===== config.mk =====
export PLATFORM = sky130hd
export DESIGN_NAME = adc_framer_flat
export DESIGN_NICKNAME = d
export VERILOG_FILES = /design/src/rtl/adc_framer_pkg.sv /design/src/rtl/adc_framer_if.sv /design/src/rtl/adc_lane_packer.sv /design/src/rtl/adc_framer.sv /design/src/flat_wrapper.sv
export SDC_FILE = /design/constraint.sdc
export NUM_CORES = 1
export LEC_CHECK = 0
export ABC_AREA = 1
export CAP_MARGIN = 40
export CELL_PAD_IN_SITES_DETAIL_PLACEMENT = 1
export CELL_PAD_IN_SITES_GLOBAL_PLACEMENT = 1
export CORE_UTILIZATION = 30
export CTS_BUF_LIST = sky130_fd_sc_hd__clkbuf_4
export CTS_CLUSTER_DIAMETER = 100
export DETAILED_ROUTE_END_ITERATION = 8
export GPL_TIMING_DRIVEN = 0
export PLACE_DENSITY_LB_ADDON = 0.1
export SYNTH_ARGS = -nofsm -noshare
export SYNTH_HDL_FRONTEND = slang
export SYNTH_HIERARCHICAL = 1
export SYNTH_SLANG_ARGS = --single-unit

===== constraint.sdc =====
create_clock -name clk50 -period 3.5 [get_ports clk50]
set_clock_uncertainty 0.15 [all_clocks]
set_input_delay 0.875 -clock clk50 [delete_from_list [all_inputs] [get_ports clk50]]
set_output_delay 0.875 -clock clk50 [all_outputs]
set_load 0.02 [all_outputs]

===== src/rtl/adc_framer_pkg.sv =====
// Shared types and header construction for the ADC framer.
// The header occupies the low 32 bits of an output word; any wider bits stay zero.
package adc_framer_pkg;

  typedef enum logic [1:0] {
    IDLE,
    ARMED,
    RUN
  } state_t;

  localparam logic [6:0] HDR_MARK     = 7'h5A;
  localparam int         HDR_OVF_BIT  = 31;
  localparam int         HDR_MARK_LSB = 24;
  localparam int         HDR_CH_LSB   = 16;
  localparam int         HDR_SEQ_LSB  = 0;

  function automatic logic [31:0] build_header(input logic        ovf,
                                               input logic [7:0]  ch,
                                               input logic [15:0] seq);
    logic [31:0] h;
    h                      = '0;
    h[HDR_OVF_BIT]         = ovf;
    h[HDR_MARK_LSB +: 7]   = HDR_MARK;
    h[HDR_CH_LSB +: 8]     = ch;
    h[HDR_SEQ_LSB +: 16]   = seq;
    return h;
  endfunction

endpackage


===== src/rtl/adc_framer_if.sv =====
// Sample input and FIFO write-side bundle of the ADC framer.
// master is the ADC/FIFO environment, slave is the framer.
interface adc_framer_if #(
  parameter int SW   = 10,
  parameter int CH   = 1,
  parameter int PACK = 4
);
  localparam int OW = SW * PACK;

  logic [CH*SW-1:0] idata;
  logic             ivalid;
  logic             afull;
  logic [OW-1:0]    odata;
  logic             wren;

  modport master (output idata, ivalid, afull, input odata, wren);
  modport slave  (input idata, ivalid, afull, output odata, wren);
endinterface


===== src/rtl/adc_lane_packer.sv =====
// Collects CH-sample vectors into PACK-lane words, lane 0 at the LSBs.
// word_next is the word including the vector being accepted this cycle.
module adc_lane_packer #(
  parameter int SW   = 10,
  parameter int CH   = 1,
  parameter int PACK = 4
) (
  input  logic               clk50,
  input  logic               reset,
  input  logic               accept,
  input  logic [CH*SW-1:0]   samples,
  output logic [SW*PACK-1:0] word_next,
  output logic               word_done
);

  localparam int SLOTS  = PACK / CH;
  localparam int SLOT_W = (SLOTS > 1) ? $clog2(SLOTS) : 1;
  localparam int VW     = CH * SW;

  logic [SLOT_W-1:0] slot;
  logic [VW-1:0]     lanes [SLOTS];

  // NOTE: sequential state is assigned with <= so every flop samples pre-edge values.
  always_ff @(posedge clk50) begin
    if (reset) begin
      slot <= '0;
    end else if (accept) begin
      slot <= (slot == SLOT_W'(SLOTS - 1)) ? '0 : slot + SLOT_W'(1);
    end
  end

  // NOTE: lane storage has no reset; every slot is rewritten before its word is emitted.
  always_ff @(posedge clk50) begin
    if (accept) lanes[slot] <= samples;
  end

  // NOTE: word_next gets a default first so no path through the loop can infer a latch.
  always_comb begin
    word_next = '0;
    for (int s = 0; s < SLOTS; s++) begin
      word_next[s*VW +: VW] = (accept && slot == SLOT_W'(s)) ? samples : lanes[s];
    end
  end

  assign word_done = accept && (slot == SLOT_W'(SLOTS - 1));

endmodule


===== src/rtl/adc_framer.sv =====
// Decimates CH-channel ADC vectors, packs them into FIFO words and frames them
// with a header word; continuous or armed/triggered single-frame capture.
module adc_framer
  import adc_framer_pkg::*;
#(
  parameter int SW          = 10,
  parameter int CH          = 1,
  parameter int PACK        = 4,
  parameter int FRAME_WORDS = 256,
  parameter int DEC_W       = 8
) (
  input  logic             clk50,
  input  logic             reset,
  adc_framer_if.slave      bus,
  input  logic [DEC_W-1:0] cfg_dec,
  input  logic             cfg_mode,
  input  logic             arm,
  input  logic             trig,
  output logic             busy,
  output logic [15:0]      drop_cnt
);

  localparam int OW   = SW * PACK;
  localparam int WC_W = $clog2(FRAME_WORDS + 1);

  generate
    if (OW < 32 || (PACK % CH) != 0 || (PACK / CH) < 2) begin : g_bad_params
      $error("adc_framer: illegal SW/CH/PACK combination");
    end
  endgenerate

  state_t           state;
  logic             mode_q;
  logic [DEC_W-1:0] dec_q;
  logic [DEC_W-1:0] dec_cnt;
  logic [WC_W-1:0]  word_cnt;
  logic [15:0]      seq;
  logic             ovf;
  logic             first_pend;

  logic             accept;
  logic             hdr_due;
  logic             write_due;
  logic             last_word;
  logic [OW-1:0]    word_next;
  logic             word_done;

  assign accept    = (state == RUN) && bus.ivalid && (dec_cnt == '0);
  assign hdr_due   = accept && first_pend;
  assign write_due = hdr_due || word_done;
  assign last_word = word_done && (word_cnt == WC_W'(FRAME_WORDS - 1));
  assign busy      = (state != IDLE);

  adc_lane_packer #(
    .SW   (SW),
    .CH   (CH),
    .PACK (PACK)
  ) u_packer (
    .clk50     (clk50),
    .reset     (reset),
    .accept    (accept),
    .samples   (bus.idata),
    .word_next (word_next),
    .word_done (word_done)
  );

  always_ff @(posedge clk50) begin
    if (reset) begin
      state      <= IDLE;
      mode_q     <= 1'b0;
      dec_q      <= '0;
      dec_cnt    <= '0;
      word_cnt   <= '0;
      seq        <= '0;
      ovf        <= 1'b0;
      first_pend <= 1'b1;
      drop_cnt   <= '0;
      bus.wren   <= 1'b0;
      bus.odata  <= '0;
    end else begin
      bus.wren <= 1'b0;

      // afull is judged in the accept cycle so that wren stays a plain flop.
      if (write_due) begin
        if (bus.afull) begin
          ovf <= 1'b1;
          if (drop_cnt != 16'hFFFF) drop_cnt <= drop_cnt + 16'd1;
        end else begin
          bus.wren  <= 1'b1;
          bus.odata <= hdr_due ? OW'(build_header(ovf, 8'(CH), seq)) : word_next;
          if (hdr_due) ovf <= 1'b0;
        end
      end

      if (hdr_due) begin
        seq        <= seq + 16'd1;
        first_pend <= 1'b0;
      end

      case (state)
        IDLE: begin
          mode_q     <= cfg_mode;
          dec_q      <= cfg_dec;
          dec_cnt    <= '0;
          word_cnt   <= '0;
          first_pend <= 1'b1;
          if (!cfg_mode)  state <= RUN;
          else if (arm)   state <= ARMED;
        end
        ARMED: begin
          if (trig) begin
            state   <= RUN;
            dec_q   <= cfg_dec;
            dec_cnt <= '0;
          end
        end
        RUN: begin
          if (bus.ivalid) dec_cnt <= accept ? dec_q : dec_cnt - DEC_W'(1);
          if (word_done)  word_cnt <= last_word ? '0 : word_cnt + WC_W'(1);
          // A switch to triggered mode seen at a frame boundary ends continuous capture.
          if (last_word) begin
            first_pend <= 1'b1;
            if (mode_q || cfg_mode) state <= IDLE;
            else                    dec_q <= cfg_dec;
          end
        end
        default: state <= IDLE;
      endcase
    end
  end

endmodule


===== src/flat_wrapper.sv =====
// flat-port wrapper written by rule: the top's interface ports become plain ports
module adc_framer_flat import adc_framer_pkg::*;
#(
  parameter int SW          = 10,
  parameter int CH          = 1,
  parameter int PACK        = 4,
  parameter int FRAME_WORDS = 256,
  parameter int DEC_W       = 8
)
  (clk50, reset, cfg_dec, cfg_mode, arm, trig, busy, drop_cnt, bus_idata, bus_ivalid, bus_afull, bus_odata, bus_wren);
  adc_framer_if #(.SW(SW), .CH(CH), .PACK(PACK)) bus_i ();
  input  logic clk50;
  input  logic reset;
  input  logic [DEC_W-1:0] cfg_dec;
  input  logic cfg_mode;
  input  logic arm;
  input  logic trig;
  output logic busy;
  output logic [15:0] drop_cnt;
  input wire logic [$bits(bus_i.idata)-1:0] bus_idata;
  input wire logic [$bits(bus_i.ivalid)-1:0] bus_ivalid;
  input wire logic [$bits(bus_i.afull)-1:0] bus_afull;
  output wire logic [$bits(bus_i.odata)-1:0] bus_odata;
  output wire logic [$bits(bus_i.wren)-1:0] bus_wren;
  assign bus_i.idata = bus_idata;
  assign bus_i.ivalid = bus_ivalid;
  assign bus_i.afull = bus_afull;
  assign bus_odata = bus_i.odata;
  assign bus_wren = bus_i.wren;
  adc_framer #(.SW(SW), .CH(CH), .PACK(PACK), .FRAME_WORDS(FRAME_WORDS), .DEC_W(DEC_W)) u_core (.clk50(clk50), .reset(reset), .bus(bus_i), .cfg_dec(cfg_dec), .cfg_mode(cfg_mode), .arm(arm), .trig(trig), .busy(busy), .drop_cnt(drop_cnt));
endmodule

==> results by group <==
Detailed routing
  • Via/cell ratio: 4.634
  • Initial drt markers: 221
  • WL per Instance: 15.64 um
  • Vias: 6251
  • Drc violations: 0
  • Routed WL: 21100 um
  • Post-DRT Antenna Nets: 0
  • DR pass1 iterations: 4

Placed design
  • Worst slack at placement: -1.090 ns
  • Global placement routability congestion: 0.7797
  • Number of port buffers: 81
  • DP HPWL: 15700 um

Yosys
  • Area contributors post-synth: dfxtp_1 (30%), edfxtp_1 (17%), nand2_1 (13%)
  • Ys flop type: dfxtp_1
  • Synthesized cell area: 7018 um^2
  • Post-synthesis mux area share: 0%
  • Number of synthesized flops with an enable pin: 40
  • #FFs+latches synth: 145
  • Distinct cells, synth: 37
  • Syn Nets: 953
  • Synth Area in Adders: 1.605%
  • Post-Synth XOR/XNOR Area: 2.371%
  • Asr flop ratio synth: 0%
  • Yosys top cell area share: 29.95%
  • Yosys top cell by area: dfxtp_1
  • Cells after synthesis: 919
  • Mean Syn Cell Area: 7.637 um^2
  • Synth Area in Compound Gates: 14.12%
  • Simple-Gate Fraction of Synth Area: 26.92%
  • Largest family of logic cells by synthesized area: simple AND/OR/NAND/NOR gates
  • Seq/Total Area, Yosys: 47.07%
  • Synth Warn #: 6

Critical path
  • Reg2Reg Depth: 16
  • Critical Path RT: 3.80 ns
  • Highest-delay cell along the critical path: clkdlybuf4s50_1
  • Critical path class: in2reg
  • Arrival time at the worst endpoint: 3.61 ns
  • CP Cell Sequence: clkdlybuf4s50_1 -> nand3_1 -> nor2_2 -> nand2_2 -> inv_1 -> buf_6 -> nand2_2 -> buf_6 -> clkinvlp_4 -> inv_1 -> nand2_4 -> nand2_1 -> clkbuf_1 -> o21ai_0 -> nor2_1
  • Crit-path max FO: 10
  • Crit-path max cell delay: 0.53 ns
  • CP startpoint kind: input port
  • Worst setup EP type: register

Timing
  • Final Slew Violations: 0
  • Setup violators final: 0
  • Final Critical Period: 3.307 ns
  • RSZ-0062 raised after global routing: no
  • Crit share post-route: 94.48%
  • Slew HR: 48.86%
  • Final Hold Slack: 0.3203 ns
  • Final setup margin: 0.1934 ns
  • Max Clk Rate: 302.4 MHz
  • Endpoints failing hold: 0
  • Worst-margin pin slew: 0.7671 ns

Layout
  • Layout cell share with drive strength beyond 1: 9.372%
  • Nets: 1056
  • Fillers: 2889
  • Final core occ: 37.52%
  • Area growth syn-to-layout: 21.77%

Clock tree
  • Clock Path Buffers: 2
  • Clock root buffer: clkbuf_4
  • CTS buffer count: 17
  • Reg clk slew, reported paths: 0.14 ns
  • # clock sinks: 145
  • H-tree depth: 4
  • CTS tree: done
  • Clock latency on the worst-skew pair: 0.56 ns

Job
  • Max-cap violations: 0

Die
  • Io pins: 83
  • Full die area: 24010 um^2
  • Starting density of the core: 30.81%
  • Die width: 155.0 um
  • Core ar.: 22780 um^2
  • # rows: 55
  • Die Y: 155.0 um

GRT
  • Total gr overflow: 0
  • Vias in the first global route: 6065
  • Total global-route track usage: 18.32%
  • First-pass GRT wire length: 33840 um
  • Initial antenna violation count: 1
  • Largest net degree at the start of global routing: 17

Power and ir drop
  • Max VDD drop: 161.7 uV
  • Tot Pwr: 3.472 mW
  • P_leak: 3.282 nW
  • PwrDens: 406.3 nW/um^2

Hold path
  • Worst min path class: reg2reg
  • Hold Path Stages: 2

Run status
  • Status: finished clean
-- stage by stage --
step	cell area [um^2]	std cells	setup TNS [ns]
after floorplan	7018	919	0
after global placement	8220	1313	-68.80
after detailed placement	8220	1313	-68.93
after CTS	8533	1348	0
after global routing	8546	1349	0
final	8546	1349	0
-- registers in the layout, summed over array words and instances (netlist names) --
signal                 count
u_core/dec_cnt             8
u_core/state               2
u_core/ovf                 1
u_core/drop_cnt           16
u_core/bus.odata          40
u_core/u_packer/lanes     40
u_core/first_pend          1
u_core/bus.wren            1
u_core/seq                16
u_core/mode_q              1
u_core/word_cnt            9
u_core/u_packer/slot       2
u_core/dec_q               8
-- what timing repair did --
action | 4_1_cts | 5_1_grt
gates resized for setup | 1 | 3
hold buffers | 0 | 0
endpoints found under the setup margin | 70 | 32
buffers inserted | 3 | 0
-- power breakdown --
part	internal (mW)	leakage, nW	switching [mW]
clock	0.374	0.145	0.711
combinational	0.197	1.93	0.367
sequential	1.79	1.21	0.0372
total	2.36	3.28	1.12
-- cell type report --
cell class / instances / area (um^2) / area share, %
antenna: 1 / 2.502 / 0.02928
buffer: 40 / 236.5 / 2.767
clock buffer: 17 / 127.6 / 1.493
clock inverter: 15 / 146.4 / 1.713
inverter: 85 / 322.8 / 3.777
multi-input combinational: 649 / 3169 / 37.09
sequential: 145 / 3303 / 38.65
tap: 313 / 391.6 / 4.583
timing repair buffer: 84 / 845.8 / 9.898
-- cell usage after synthesis, types with 9 or more instances --
cell and instances:
nand2_1 244, dfxtp_1 105, nor2_1 94, inv_1 82, a21oi_1 66, nand3_1 55
o21ai_0 54, edfxtp_1 40, o21ai_1 30, clkbuf_1 20, o21ai_2 18, nand4_1 17
xor2_1 14, nor3_1 11, buf_2 9, buf_6 9, ha_1 9
-- cells in the final DEF (no fill, tap or decap), types with 3 or more instances in the layout --
cell type	synthesis	routed
nand2_2	4	5
nand3_1	55	54
o21ai_1	30	30
a21oi_1	66	66
clkbuf_1	20	20
nand4_1	17	17
nor3_1	11	11
inv_6	0	5
inv_1	82	81
nand3b_1	3	3
ha_1	9	9
buf_2	9	9
inv_4	0	3
clkinvlp_4	0	4
buf_4	2	4
clkdlybuf4s50_1	0	81
dfxtp_1	105	105
nor2_1	94	93
o211ai_1	5	5
buf_6	9	9
nand2_1	244	243
xnor2_1	5	5
xor2_1	14	14
o21ai_2	18	18
clkbuf_4	0	17
nand3_2	2	3
o21ai_0	54	54
edfxtp_1	40	40
nor2_2	3	4
-- worst paths after layout --
path,to,start,slack [ns]
min,u_core/word_cnt[8],u_core/word_cnt[8],0.32
max,u_core/bus.odata[6],bus_ivalid,0.19
max reg2reg,u_core/bus.odata[6],u_core/dec_cnt[0],0.37
min reg2reg,u_core/word_cnt[8],u_core/word_cnt[8],0.32
-- routing by layer --
layer | part of all wire, % | vias up | global-route usage, %
li1 | - | 3223 | -
met1 | 51 | 2920 | 26.12
met2 | 44 | 99 | 28.25
met3 | 4.2 | 9 | 3.900
met4 | 0.80 | 0 | 4.008
met5 | 0 | - | 0
-- worst max-delay path, delay by kind of cell --
family / cells / cell delay, ns
AOI/OAI and AO/OA: 1 / 0.34
buffers and inverters: 7 / 1.52
and+or+nand+nor: 7 / 0.87
-- logic make-up (layout without fill, tap and decap cells) --
kind of cell	Yosys count	after routing
simple gates	443	443
compound gates	178	178
flops	145	145
buf+inv	125	241
xor+xnor	19	19
fa+ha+maj	9	9
other cells	0	1
Power figures use the tool's default switching activity.
